$ cat src/rtl/cep_uart_pkg.sv
// Shared types and helpers for the UART transmitter: FSM state encoding and
// bit-period arithmetic derived from the clock and bit-rate parameters.
package cep_uart_pkg;

    typedef enum logic [1:0] {
        IDLE  = 2'd0,
        START = 2'd1,
        DATA  = 2'd2,
        STOP  = 2'd3
    } tx_state_t;

    function automatic int cycles_per_bit(input int clk_hz, input int bit_rate);
        return clk_hz / bit_rate;
    endfunction

    // Counter width that stays at least one bit wide for degenerate ranges.
    function automatic int count_width(input int range_len);
        return (range_len > 1) ? $clog2(range_len) : 1;
    endfunction

endpackage

$ cat src/rtl/uart_tx_fifo.sv
// First-in first-out byte buffer feeding the transmitter; first-word
// fall-through, so rd_data always shows the head entry.
module uart_tx_fifo
    import cep_uart_pkg::*;
#(
    parameter int FIFO_DEPTH   = 4,
    parameter int PAYLOAD_BITS = 8
) (
    input  logic                    clk,
    input  logic                    reset,
    input  logic                    wr_en,
    input  logic [PAYLOAD_BITS-1:0] wr_data,
    input  logic                    rd_en,
    output logic [PAYLOAD_BITS-1:0] rd_data,
    output logic                    full,
    output logic                    empty
);

    localparam int AW = count_width(FIFO_DEPTH);
    localparam logic [AW:0] PTR_ONE = (AW + 1)'(1);

    logic [AW:0]             wr_ptr_r;
    logic [AW:0]             rd_ptr_r;
    logic [PAYLOAD_BITS-1:0] mem_r [FIFO_DEPTH];
    logic                    wr_ok_s;
    logic                    rd_ok_s;

    // Pointers carry one wrap bit so full and empty are distinguishable.
    assign empty   = (wr_ptr_r == rd_ptr_r);
    assign full    = (wr_ptr_r[AW] != rd_ptr_r[AW]) &&
                     (wr_ptr_r[AW-1:0] == rd_ptr_r[AW-1:0]);
    assign wr_ok_s = wr_en && !full;
    assign rd_ok_s = rd_en && !empty;
    assign rd_data = mem_r[rd_ptr_r[AW-1:0]];

    // Pointer update: accept and pop on the same edge both take effect.
    always_ff @(posedge clk or posedge reset) begin
        if (reset) begin
            wr_ptr_r <= '0;
            rd_ptr_r <= '0;
        end else begin
            if (wr_ok_s) begin
                wr_ptr_r <= wr_ptr_r + PTR_ONE;
            end
            if (rd_ok_s) begin
                rd_ptr_r <= rd_ptr_r + PTR_ONE;
            end
        end
    end

    // Storage write; contents are only meaningful between the pointers.
    always_ff @(posedge clk) begin
        if (wr_ok_s) begin
            mem_r[wr_ptr_r[AW-1:0]] <= wr_data;
        end
    end

endmodule

$ cat src/rtl/uart_tx.sv
// Buffered UART transmitter: 8N1-style frames (configurable payload and stop
// bits) sent LSB first, back-to-back while enabled and data is queued.
module uart_tx
    import cep_uart_pkg::*;
#(
    parameter int BIT_RATE     = 9600,
    parameter int CLK_HZ       = 50_000_000,
    parameter int PAYLOAD_BITS = 8,
    parameter int STOP_BITS    = 1,
    parameter int FIFO_DEPTH   = 4
) (
    input  logic                    clk,
    input  logic                    reset,
    input  logic                    uart_tx_en,
    input  logic [PAYLOAD_BITS-1:0] tx_data,
    input  logic                    tx_valid,
    output logic                    tx_ready,
    output logic                    uart_txd,
    output logic                    uart_tx_busy
);

    localparam int CPB   = cycles_per_bit(CLK_HZ, BIT_RATE);
    localparam int CNT_W = count_width(CPB);
    localparam int IDX_W = count_width(PAYLOAD_BITS);

    localparam logic [CNT_W-1:0] CNT_LOAD  = CNT_W'(CPB - 1);
    localparam logic [CNT_W-1:0] CNT_ONE   = CNT_W'(1);
    localparam logic [IDX_W-1:0] IDX_ONE   = IDX_W'(1);
    localparam logic [IDX_W-1:0] LAST_DATA = IDX_W'(PAYLOAD_BITS - 1);
    localparam logic [IDX_W-1:0] LAST_STOP = IDX_W'(STOP_BITS - 1);

    tx_state_t               state_r;
    logic [CNT_W-1:0]        cnt_r;
    logic [IDX_W-1:0]        idx_r;
    logic [PAYLOAD_BITS-1:0] shift_r;
    logic                    txd_r;

    logic                    fifo_full_s;
    logic                    fifo_empty_s;
    logic [PAYLOAD_BITS-1:0] fifo_rd_data_s;
    logic                    bit_done_s;
    logic                    pop_s;

    uart_tx_fifo #(
        .FIFO_DEPTH   (FIFO_DEPTH),
        .PAYLOAD_BITS (PAYLOAD_BITS)
    ) u_fifo (
        .clk     (clk),
        .reset   (reset),
        .wr_en   (tx_valid),
        .wr_data (tx_data),
        .rd_en   (pop_s),
        .rd_data (fifo_rd_data_s),
        .full    (fifo_full_s),
        .empty   (fifo_empty_s)
    );

    assign bit_done_s   = (cnt_r == {CNT_W{1'b0}});
    assign tx_ready     = !fifo_full_s;
    assign uart_txd     = txd_r;
    assign uart_tx_busy = !((state_r == IDLE) && fifo_empty_s);

    // Frame start decision: from IDLE, or straight out of the final stop bit.
    always_comb begin
        pop_s = 1'b0;
        if (uart_tx_en && !fifo_empty_s) begin
            case (state_r)
                IDLE:    pop_s = 1'b1;
                STOP:    pop_s = bit_done_s && (idx_r == LAST_STOP);
                default: pop_s = 1'b0;
            endcase
        end else begin
            pop_s = 1'b0;
        end
    end

    // Transmit FSM; the line is always driven from txd_r.
    always_ff @(posedge clk or posedge reset) begin
        if (reset) begin
            state_r <= IDLE;
            cnt_r   <= '0;
            idx_r   <= '0;
            shift_r <= '0;
            txd_r   <= 1'b1;
        end else if (pop_s) begin
            state_r <= START;
            cnt_r   <= CNT_LOAD;
            idx_r   <= '0;
            shift_r <= fifo_rd_data_s;
            txd_r   <= 1'b0;
        end else begin
            case (state_r)
                IDLE: begin
                    txd_r <= 1'b1;
                end
                START: begin
                    if (bit_done_s) begin
                        state_r <= DATA;
                        cnt_r   <= CNT_LOAD;
                        idx_r   <= '0;
                        txd_r   <= shift_r[0];
                    end else begin
                        cnt_r <= cnt_r - CNT_ONE;
                    end
                end
                DATA: begin
                    if (bit_done_s) begin
                        cnt_r <= CNT_LOAD;
                        if (idx_r == LAST_DATA) begin
                            state_r <= STOP;
                            idx_r   <= '0;
                            txd_r   <= 1'b1;
                        end else begin
                            idx_r   <= idx_r + IDX_ONE;
                            txd_r   <= shift_r[1];
                            shift_r <= {1'b0, shift_r[PAYLOAD_BITS-1:1]};
                        end
                    end else begin
                        cnt_r <= cnt_r - CNT_ONE;
                    end
                end
                STOP: begin
                    if (bit_done_s) begin
                        cnt_r <= CNT_LOAD;
                        if (idx_r == LAST_STOP) begin
                            state_r <= IDLE;
                        end else begin
                            idx_r <= idx_r + IDX_ONE;
                        end
                    end else begin
                        cnt_r <= cnt_r - CNT_ONE;
                    end
                end
                default: begin
                    state_r <= IDLE;
                    txd_r   <= 1'b1;
                end
            endcase
        end
    end

endmodule
$ cat config.mk
export PLATFORM = sky130hd
export DESIGN_NAME = uart_tx
export DESIGN_NICKNAME = d
export VERILOG_FILES = /design/src/rtl/cep_uart_pkg.sv /design/src/rtl/uart_tx_fifo.sv /design/src/rtl/uart_tx.sv
export SDC_FILE = /design/constraint.sdc
export NUM_CORES = 1
export LEC_CHECK = 0
export ABC_AREA = 1
export ABC_CLOCK_PERIOD_IN_PS = 2400
export BUFFER_PORTS_ARGS = -buffer_cell sky130_fd_sc_hd__buf_2
export CORE_UTILIZATION = 38
export CTS_BUF_LIST = sky130_fd_sc_hd__clkbuf_2 sky130_fd_sc_hd__clkbuf_4 sky130_fd_sc_hd__clkbuf_8
export DETAILED_ROUTE_END_ITERATION = 7
export PLACE_DENSITY = 0.63
export SKIP_CTS_REPAIR_TIMING = 1
export SYNTH_ARGS = -nofsm -noshare
export SYNTH_HDL_FRONTEND = slang
export SYNTH_SLANG_ARGS = --single-unit
$ cat constraint.sdc
create_clock -name clk -period 2.4 [get_ports clk]
set_clock_uncertainty 0.05 [all_clocks]
set_input_delay 0.12 -clock clk [delete_from_list [all_inputs] [get_ports clk]]
set_output_delay 0.12 -clock clk [all_outputs]
set_load 0.01 [all_outputs]
==> flow_summary.json, run 1 <==
{
  "status": "completed",
  "syn2layout_area_growth_pct": 13.7,
  "rsz0062_at_grt": "no",
  "final_min_period_over_clock_period": 0.838,
  "end_kind": "flop",
  "total_power_mw": 2.07,
  "ys_warn_count": 0,
  "yosysSeqAreaShare": 0.530,
  "vias": 2496,
  "synth.distinct_cells": 32,
  "synth_top_cell_by_area": "edfxtp_1",
  "ir_drop_uv": 401,
  "worstMarginPinSlew_ps": 829,
  "cts.clk_slew.worst_paths_ps": 70,
  "drc_errors": 0,
  "fp-row-count": 34,
  "clk_latency_ps": 350,
  "fillers": 819,
  "io_buffers": 14,
  "dp.cells": 486,
  "drive_above_1_share": 0.144,
  "hpwl_mm": 4.66,
  "grtUsageTotal": 0.164,
  "cts_root_buf": "clkbuf_8",
  "final_max_slew_viol_count": 0,
  "yosysMostFrequentCell": "nand2_1",
  "overflow": 0,
  "hold_ws_ps": 146,
  "synthArstFlopShare": 0.508,
  "syn_inst": 365,
  "antenna_found_initial": 0,
  "utilization": 0.444,
  "cp_max_fo": 13,
  "synthFlopType": "edfxtp_1",
  "crit_path_start_kind": "flop",
  "holdCritPathClass": "input pin to flop",
  "hold_viol_final": 0,
  "grt_pass1_wl_mm": 11.1,
  "cts_buffers": 9,
  "syn_area_per_cell_um2": 9.24,
  "die_x_um": 96.2,
  "cts.sinks": 65,
  "pin_count": 15,
  "ant_nets": 0,
  "start_util": 0.391,
  "gp_congestion": 0.819,
  "critPathArrivalTime_ps": 2190,
  "die_area_um2": 9260,
  "synth_fp_nets": 393,
  "clock_path_buffers": 2,
  "maxCapViolCount": 0,
  "syn_area_um2": 3370,
  "core-area_um2": 8640,
  "fin_nets": 426,
  "power.leakage_nw": 1.75,
  "htreeDepth": 3,
  "finalNonFillerCells": 511,
  "finalSetupViolations": 0,
  "cp.required_ps": 2580,
  "first_iter_violations": 113,
  "wirelength_mm": 6.64,
  "yosys-top-cells-count": "nand2_1, nor2_1, inv_1, dfrtp_1, edfxtp_1",
  "die_h_um": 96.2,
  "synth_seq_cells": 65,
  "synthDominantCellAreaShare": 0.285,
  "setup_tns_ps": 0,
  "synthTopCellsByArea": "edfxtp_1, dfrtp_1, nand2_1, ha_1, nor2_1",
  "dr.pass1.iters": 4,
  "worstSetupPathType": "flop to flop",
  "num_antenna_cells": 0,
  "synth-edff-count": 32,
  "wire_per_inst_um": 13.0,
  "period_needed_ps": 2010,
  "cts_tree": "built",
  "powerDensity_nw_per_um2": 540,
  "first_global_vias": 2421,
  "slew_headroom": 0.447,
  "timing.fmax_mhz": 497,
  "via_per_inst": 4.88,
  "grt_max_degree": 22
}
-- cell type report --
cell class	instances	area, um^2	share of cell area
Clock inverter	6	50.0	0.0131
Sequential cell	65	1790	0.466
Inverter	41	156	0.0408
Clock buffer	10	131	0.0343
Multi-Input combinational cell	250	1350	0.353
Tap cell	108	135	0.0352
Timing Repair Buffer	31	220	0.0574
-- registers in the layout, indices dropped and copies added (netlist names) --
register         count
u_fifo.rd_ptr_r      3
u_fifo.mem_r        32
state_r              2
uart_txd             1
idx_r                3
u_fifo.wr_ptr_r      3
shift_r              8
cnt_r               13
-- cell usage in the layout, fill, tap and decap left out, types with 2 or more instances in the layout --
cell and instances:
nor2_1 52, buf_2 14, a21oi_1 10, inv_6 3, dlygate4sd3_1 9, ha_1 16, a31oi_1 3, nand3_2 3
dfrtp_1 32, buf_4 8, nor2_2 5, o31ai_1 2, inv_1 38, clkbuf_8 9, nand4_1 4, edfxtp_1 32
clkinvlp_4 2, nand2_2 5, o22ai_1 9, inv_2 2, xnor2_1 2, nand2_1 68, o21ai_0 23, xor2_1 11
nand3_1 29
-- metrics by stage --
step | setup slack [ps] | area [um^2]
after floorplan | 554 | 3370
after global placement | 461 | 3560
after detailed placement | 377 | 3560
after CTS | 356 | 3740
after global routing | 192 | 3830
final | 390 | 3830
-- metal layers --
metal,track usage,part of all wire,routed length (um),vias up
met5,0,0,0,-
met4,0.0684,0.014,94,0
met3,0.0458,0.034,226,11
met2,0.267,0.48,3170,37
met1,0.203,0.47,3140,1171
li1,-,-,-,1277
-- cells by family (layout without fill, tap and decap cells) --
logic type	after synthesis	in the layout	synth area share
and+or+nand+nor	171	171	0.227
adders and majority gates	16	16	0.0593
xor gates and xnor gates	13	13	0.0338
DFF	65	65	0.530
buffers and inverters	50	88	0.0686
AOI/OAI and AO/OA	50	50	0.0816
-- worst max-delay path, stage by stage (launching register included) --
cell	delay, ps
dfrtp_1	400
inv_1	120
ha_1	180
nand2_1	70
nor2_2	200
nand3_2	100
nand2_2	90
nand2_4	130
nand2_2	230
inv_1	160
nand2_1	80
o21ai_0	70
-- worst paths after layout --
check | to | depth (start not counted) | slack, ps | startpoint
hold reg to reg | uart_txd | 2 | 420 | uart_txd
hold / removal | u_fifo.wr_ptr_r[0] | 3 | 150 | tx_valid
setup / recovery | cnt_r[7] | 11 | 390 | cnt_r[0]
setup reg to reg | cnt_r[7] | 11 | 390 | cnt_r[0]
max in group asynchronous | cnt_r[11] | 4 | 1260 | reset
min in group asynchronous | cnt_r[1] | 3 | 420 | reset
-- power breakdown --
| group | leakage, nW | switching, mW | internal [mW] |
|---|---|---|---|
| sequential | 0.663 | 0 | 1.17 |
| clock | 0.0873 | 0.465 | 0.398 |
| combinational | 1.00 | 0.0203 | 0.0182 |
| total | 1.75 | 0.485 | 1.59 |
Note: power is estimated with default switching activity, not from simulation.
==> run 2: changes to the inputs <==
- ABC_AREA: 1 -> 0
- ABC_CLOCK_PERIOD_IN_PS: 2400 -> 1600
- PLACE_DENSITY: 0.63 -> 0.65
- clock period: 2.4 -> 1.6 ns (I/O delays scaled with it)
==> run 2 against run 1 <==
The flow now finishes with violations (negative setup slack). Register-to-register slack worse by 820 ps. Maximum frequency down 0.93%. Power up 110%. Die area down 4.0%. Cell count down 9.8%. First-iteration DRC count down 18%. Largest power group unchanged. Global-route usage down 0.097 points. Critical path depth down 4. Area after synthesis down 4.1%. Combinational power rose to 23 times the previous value.
==> flow_summary.json, run 2 <==
{
  "vias": 2328,
  "finalSetupViolations": 54,
  "clk_latency_ps": 350,
  "start_util": 0.394,
  "worstSetupStartpoint": "idx_r[1]",
  "drive_above_1_share": 0.514,
  "final_min_period_over_clock_period": 1.27,
  "synthDominantCellAreaShare": 0.297,
  "synthTopCellsByArea": "edfxtp_1, dfrtp_1, ha_1, mux4_2, mux2_2",
  "grt_use_met1": 0.188,
  "yosys-top-cells-count": "dfrtp_1, edfxtp_1, ha_1, inv_1",
  "final_max_slew_viol_count": 0,
  "cts.sinks": 65,
  "holdCritPathClass": "input pin to flop",
  "total_power_mw": 4.32,
  "clock_path_buffers": 2,
  "cp.required_ps": 1790,
  "grt_most_used_layer": "met2",
  "register_area_um2": 1790,
  "wire_per_inst_um": 15.3,
  "p_sw_mw": 1.16,
  "fp-row-count": 33,
  "ys_warn_count": 0,
  "first_global_vias": 2266,
  "syn_area_per_cell_um2": 13.1,
  "fin_nets": 379,
  "grt_use_met3": 0.0591,
  "fillers": 660,
  "cts.clk_slew.worst_paths_ps": 80,
  "wirelength_mm": 7.04,
  "combPwrFrac": 0.205,
  "utilization": 0.573,
  "grt_max_degree": 22,
  "mostFrequentLayoutCells": "buf_4, dfrtp_1, edfxtp_1",
  "holdCritStartpoint": "uart_tx_en",
  "drc_errors": 0,
  "num_antenna_cells": 0,
  "syn_inst": 246,
  "timing.fmax_mhz": 493,
  "die_area_um2": 8880,
  "multi_input_area_um2": 1700,
  "pin_count": 15,
  "synth.distinct_cells": 50,
  "final_common_cell": "buf_4",
  "synth_top_cell_by_area": "edfxtp_1",
  "worstMarginPinSlew_ps": 562,
  "powerDensity_nw_per_um2": 917,
  "clockPowerShare": 0.324,
  "cp_max_fo": 8,
  "setup_ws_ps": -429,
  "htreeDepth": 3,
  "cts_buffers": 9,
  "syn2layout_area_growth_pct": 45.5,
  "r2r_start": "idx_r[1]",
  "synthFlopType": "edfxtp_1",
  "end_kind": "flop",
  "rsz0062_at_grt": "yes",
  "largest_register_ffs": 32,
  "r2r_setup_slack_ps": -430,
  "slew_headroom": 0.625,
  "die_x_um": 94.3,
  "core-area_um2": 8220,
  "dr.pass1.iters": 4,
  "gp_congestion": 0.806,
  "power.leakage_nw": 1.99,
  "die_h_um": 94.3,
  "crit_path_start_kind": "flop",
  "io_buffers": 14,
  "seqPwrFrac": 0.472,
  "synthArstFlopShare": 0.508,
  "critPathArrivalTime_ps": 2220,
  "maxCapViolCount": 0,
  "grtUsageTotal": 0.163,
  "first_iter_violations": 93,
  "overflow": 0,
  "met2_usage": 0.277,
  "cts_root_buf": "clkbuf_8",
  "setup_tns_ps": -9730,
  "via_per_inst": 5.05,
  "antenna_found_initial": 0,
  "period_needed_ps": 2030,
  "hold_viol_final": 0,
  "p_sw_frac": 0.269,
  "grt_pass1_wl_mm": 10.7,
  "worstSetupPathType": "flop to flop",
  "synth_fp_nets": 274,
  "synth_seq_cells": 65,
  "syn_area_um2": 3230,
  "status": "complete, but fails checks",
  "cts_tree": "built",
  "hpwl_mm": 4.77,
  "yosysSeqAreaShare": 0.553,
  "internal_power_mw": 3.15,
  "synth-edff-count": 32,
  "ir_drop_uv": 940,
  "failed_checks": "negative setup slack",
  "ant_nets": 0
}
run 2: cell types whose count changed after synthesis, sizes merged, moves of 9 or more:
cell / change
nand2: -64
nor2: -50
inv: -27
nand3: -26
o21ai: -16
mux2: +15
nor3: +9
run 2: worst paths after layout:
check	cells past startpoint	end
setup / recovery	7	shift_r[0]
hold reg to reg	2	uart_txd
max in group asynchronous	4	u_fifo.rd_ptr_r[2]
hold / removal	5	u_fifo.rd_ptr_r[2]
min in group asynchronous	3	cnt_r[9]
setup reg to reg	7	shift_r[0]
run 2: per-stage QoR:
step                hold WS, ps  cells  setup slack (ps)  instance area [um^2]
CTS                        -259    442              -453                  4190
global route                266    461              -523                  4700
floorplan                   129    246              -486                  3310
detailed placement          113    426              -428                  3990
global placement            117    426              -382                  3990
finish                      246    461              -429                  4700
run 2: final cells by class:
| type | instances | area share |
|---|---|---|
| Clock inverter | 6 | 0.0146 |
| Sequential cell | 65 | 0.380 |
| Timing Repair Buffer | 100 | 0.177 |
| Tap cell | 105 | 0.0279 |
| Inverter | 14 | 0.0112 |
| Multi-Input combinational cell | 161 | 0.361 |
| Clock buffer | 10 | 0.0279 |
run 2: power groups by stage:
stage,clock (mW),combinational (mW),sequential (mW)
2_1_floorplan,0,0.376,2.07
3_3_place_gp,0,0.670,2.06
3_5_place_dp,0,0.681,2.07
4_1_cts,1.43,0.683,2.03
5_1_grt,1.51,0.960,2.05
6_report,1.40,0.883,2.04
run 2: worst max-delay path, stage by stage (launching register included):
cell and delay (ps):
dfrtp_1 390, ha_2 200, ha_4 170, nor4b_4 240, nand4_1 160, buf_6 180, mux2_4 290, mux2_4 250
run 2: cell families after synthesis:
logic type,share of synthesized area
compound gates,0.0638
xor+xnor,0.0460
fa+ha+maj,0.0619
buf+inv,0.0275
flops,0.553
mux,0.111
simple gates,0.137
run 2: per-layer routing:
layer	share of wire	routed length [um]	vias to the layer above
met5	0	0	-
met4	0.011	79	0
met3	0.041	292	8
met2	0.52	3660	49
met1	0.43	3010	1147
li1	-	-	1124
==> run 3: changes to the inputs <==
- SETUP_SLACK_MARGIN: default -> 0.4
==> run 3 against run 2 <==
The flow still finishes with violations (negative setup slack). Final area increased by 3.1%. Count of clock-buffer cells in the layout increased by 1. Global-route usage increased by 0.28 points. Critical path depth unchanged.
==> flow_summary.json, run 3 (synthesized netlist as in run 2, its figures left out) <==
{
  "critPathArrivalTime_ps": 2200,
  "cts_tree": "built",
  "num_antenna_cells": 0,
  "drive_above_1_share": 0.536,
  "hpwl_mm": 4.65,
  "hold_viol_final": 0,
  "vias": 2366,
  "fp-row-count": 33,
  "final_common_cell": "buf_4",
  "slew_headroom": 0.697,
  "io_buffers": 14,
  "core-area_um2": 8220,
  "hold_ws_ps": 175,
  "powerDensity_nw_per_um2": 960,
  "finalNonFillerCells": 467,
  "ir_drop_uv": 891,
  "final_min_period_over_clock_period": 1.26,
  "overflow": 0,
  "cp_top_family": "multiplexers",
  "grt_pass1_wl_mm": 10.8,
  "hold_depth": 6,
  "gp_congestion": 0.820,
  "setup_ws_ps": -417,
  "clock_path_buffers": 2,
  "clk_latency_ps": 350,
  "cp.required_ps": 1780,
  "syn2layout_area_growth_pct": 50.0,
  "largest_register_ffs": 32,
  "pin_count": 15,
  "cts.sinks": 65,
  "multi_input_area_um2": 1770,
  "rsz0062_at_grt": "yes",
  "fillers": 578,
  "grtUsageTotal": 0.165,
  "dr.pass1.iters": 4,
  "antenna_found_initial": 0,
  "cts_root_buf": "clkbuf_8",
  "dp.cells": 425,
  "period_needed_ps": 2020,
  "power.leakage_nw": 2.05,
  "path_buf_inv": 1,
  "final_max_slew_viol_count": 0,
  "ant_nets": 0,
  "start_util": 0.394,
  "drc_errors": 0,
  "die_area_um2": 8880,
  "end_kind": "flop",
  "wire_per_inst_um": 15.9,
  "total_power_mw": 4.66,
  "path_common_cell": "mux2_4",
  "cp_max_fo": 8,
  "setup_tns_ps": -10120,
  "worstMarginPinSlew_ps": 454,
  "timing.fmax_mhz": 496,
  "htreeDepth": 3,
  "worstPathCellList": "ha_2, ha_4, nor4b_2, nand4_1, buf_6, mux2_4, mux2_4",
  "fin_nets": 385,
  "register_area_um2": 1790,
  "die_h_um": 94.3,
  "maxCapViolCount": 0,
  "worst_path_max_delay_cell": "dfrtp_1",
  "worstSetupPathType": "flop to flop",
  "mostFrequentLayoutCells": "buf_4, edfxtp_1, dfrtp_1",
  "ff2ff_path_depth": 7,
  "cts_buffers": 9,
  "first_iter_violations": 75,
  "finalSetupViolations": 58,
  "via_per_inst": 5.07,
  "holdCritPathClass": "input pin to flop",
  "first_global_vias": 2285,
  "status": "complete, but fails checks",
  "worst_path_largest_cell_delay_ps": 390,
  "grt_max_degree": 34,
  "failed_checks": "negative setup slack",
  "die_x_um": 94.3,
  "crit_path_start_kind": "flop",
  "cp.depth": 7,
  "cts.clk_slew.worst_paths_ps": 80,
  "wirelength_mm": 7.43
}
[run 3: cell count changes in the layout (fill, tap and decap cells not counted), sizes merged]
cell,delta
clkinv,-1
clkbuf,+1
or3,+1
bufinv,+1
buf,+5
clkinvlp,-1
[run 3: final timing paths]
check	from	end	slack, ps
worst max-delay path	idx_r[1]	shift_r[4]	-420
worst min-delay path	tx_valid	u_fifo.wr_ptr_r[1]	170
max in group asynchronous	reset	uart_txd	830
worst max register to register	idx_r[1]	shift_r[4]	-420
min in group asynchronous	reset	shift_r[5]	320
worst min register to register	shift_r[7]	shift_r[7]	490
[run 3: through the flow]
stage | worst slack (ps) | util | area [um^2]
after floorplan | -486 | - | 3350
after global placement | -387 | 0.487 | 4000
after detailed placement | -406 | 0.487 | 4000
after CTS | -429 | 0.516 | 4240
after global routing | -481 | 0.591 | 4850
final | -417 | 0.591 | 4850
[run 3: cell type report]
class / instances / share of cell area
Clock buffer: 11 / 0.0312
Tap cell: 105 / 0.0271
Timing Repair Buffer: 105 / 0.178
Sequential cell: 65 / 0.369
Clock inverter: 5 / 0.0178
Inverter: 14 / 0.0113
Multi-Input combinational cell: 162 / 0.366
[run 3: worst register-to-register path, delay by kind of cell (launching register included)]
| family | cells | cell delay (ps) |
|---|---|---|
| mux | 2 | 550 |
| simple gates | 2 | 380 |
| buf+inv | 1 | 170 |
| fa+ha+maj | 2 | 360 |
| flops | 1 | 390 |
[run 3: layer usage]
layer  routed length [um]  vias up  part of all wire  GRT usage
met3                  227        9             0.031     0.0583
met5                    0        -                 0          0
met1                 3190     1179              0.43      0.194
li1                     -     1136                 -          -
met2                 3900       42              0.53      0.283
met4                  101        0             0.014     0.0487
[run 3: report_power, final]
part / switching, mW / internal (mW) / leakage, nW / total [mW]
Sequential: 0.0620 / 1.97 / 0.699 / 2.03
Clock: 0.672 / 0.973 / 0.120 / 1.65
Combinational: 0.509 / 0.468 / 1.23 / 0.978
Total: 1.24 / 3.41 / 2.05 / 4.66
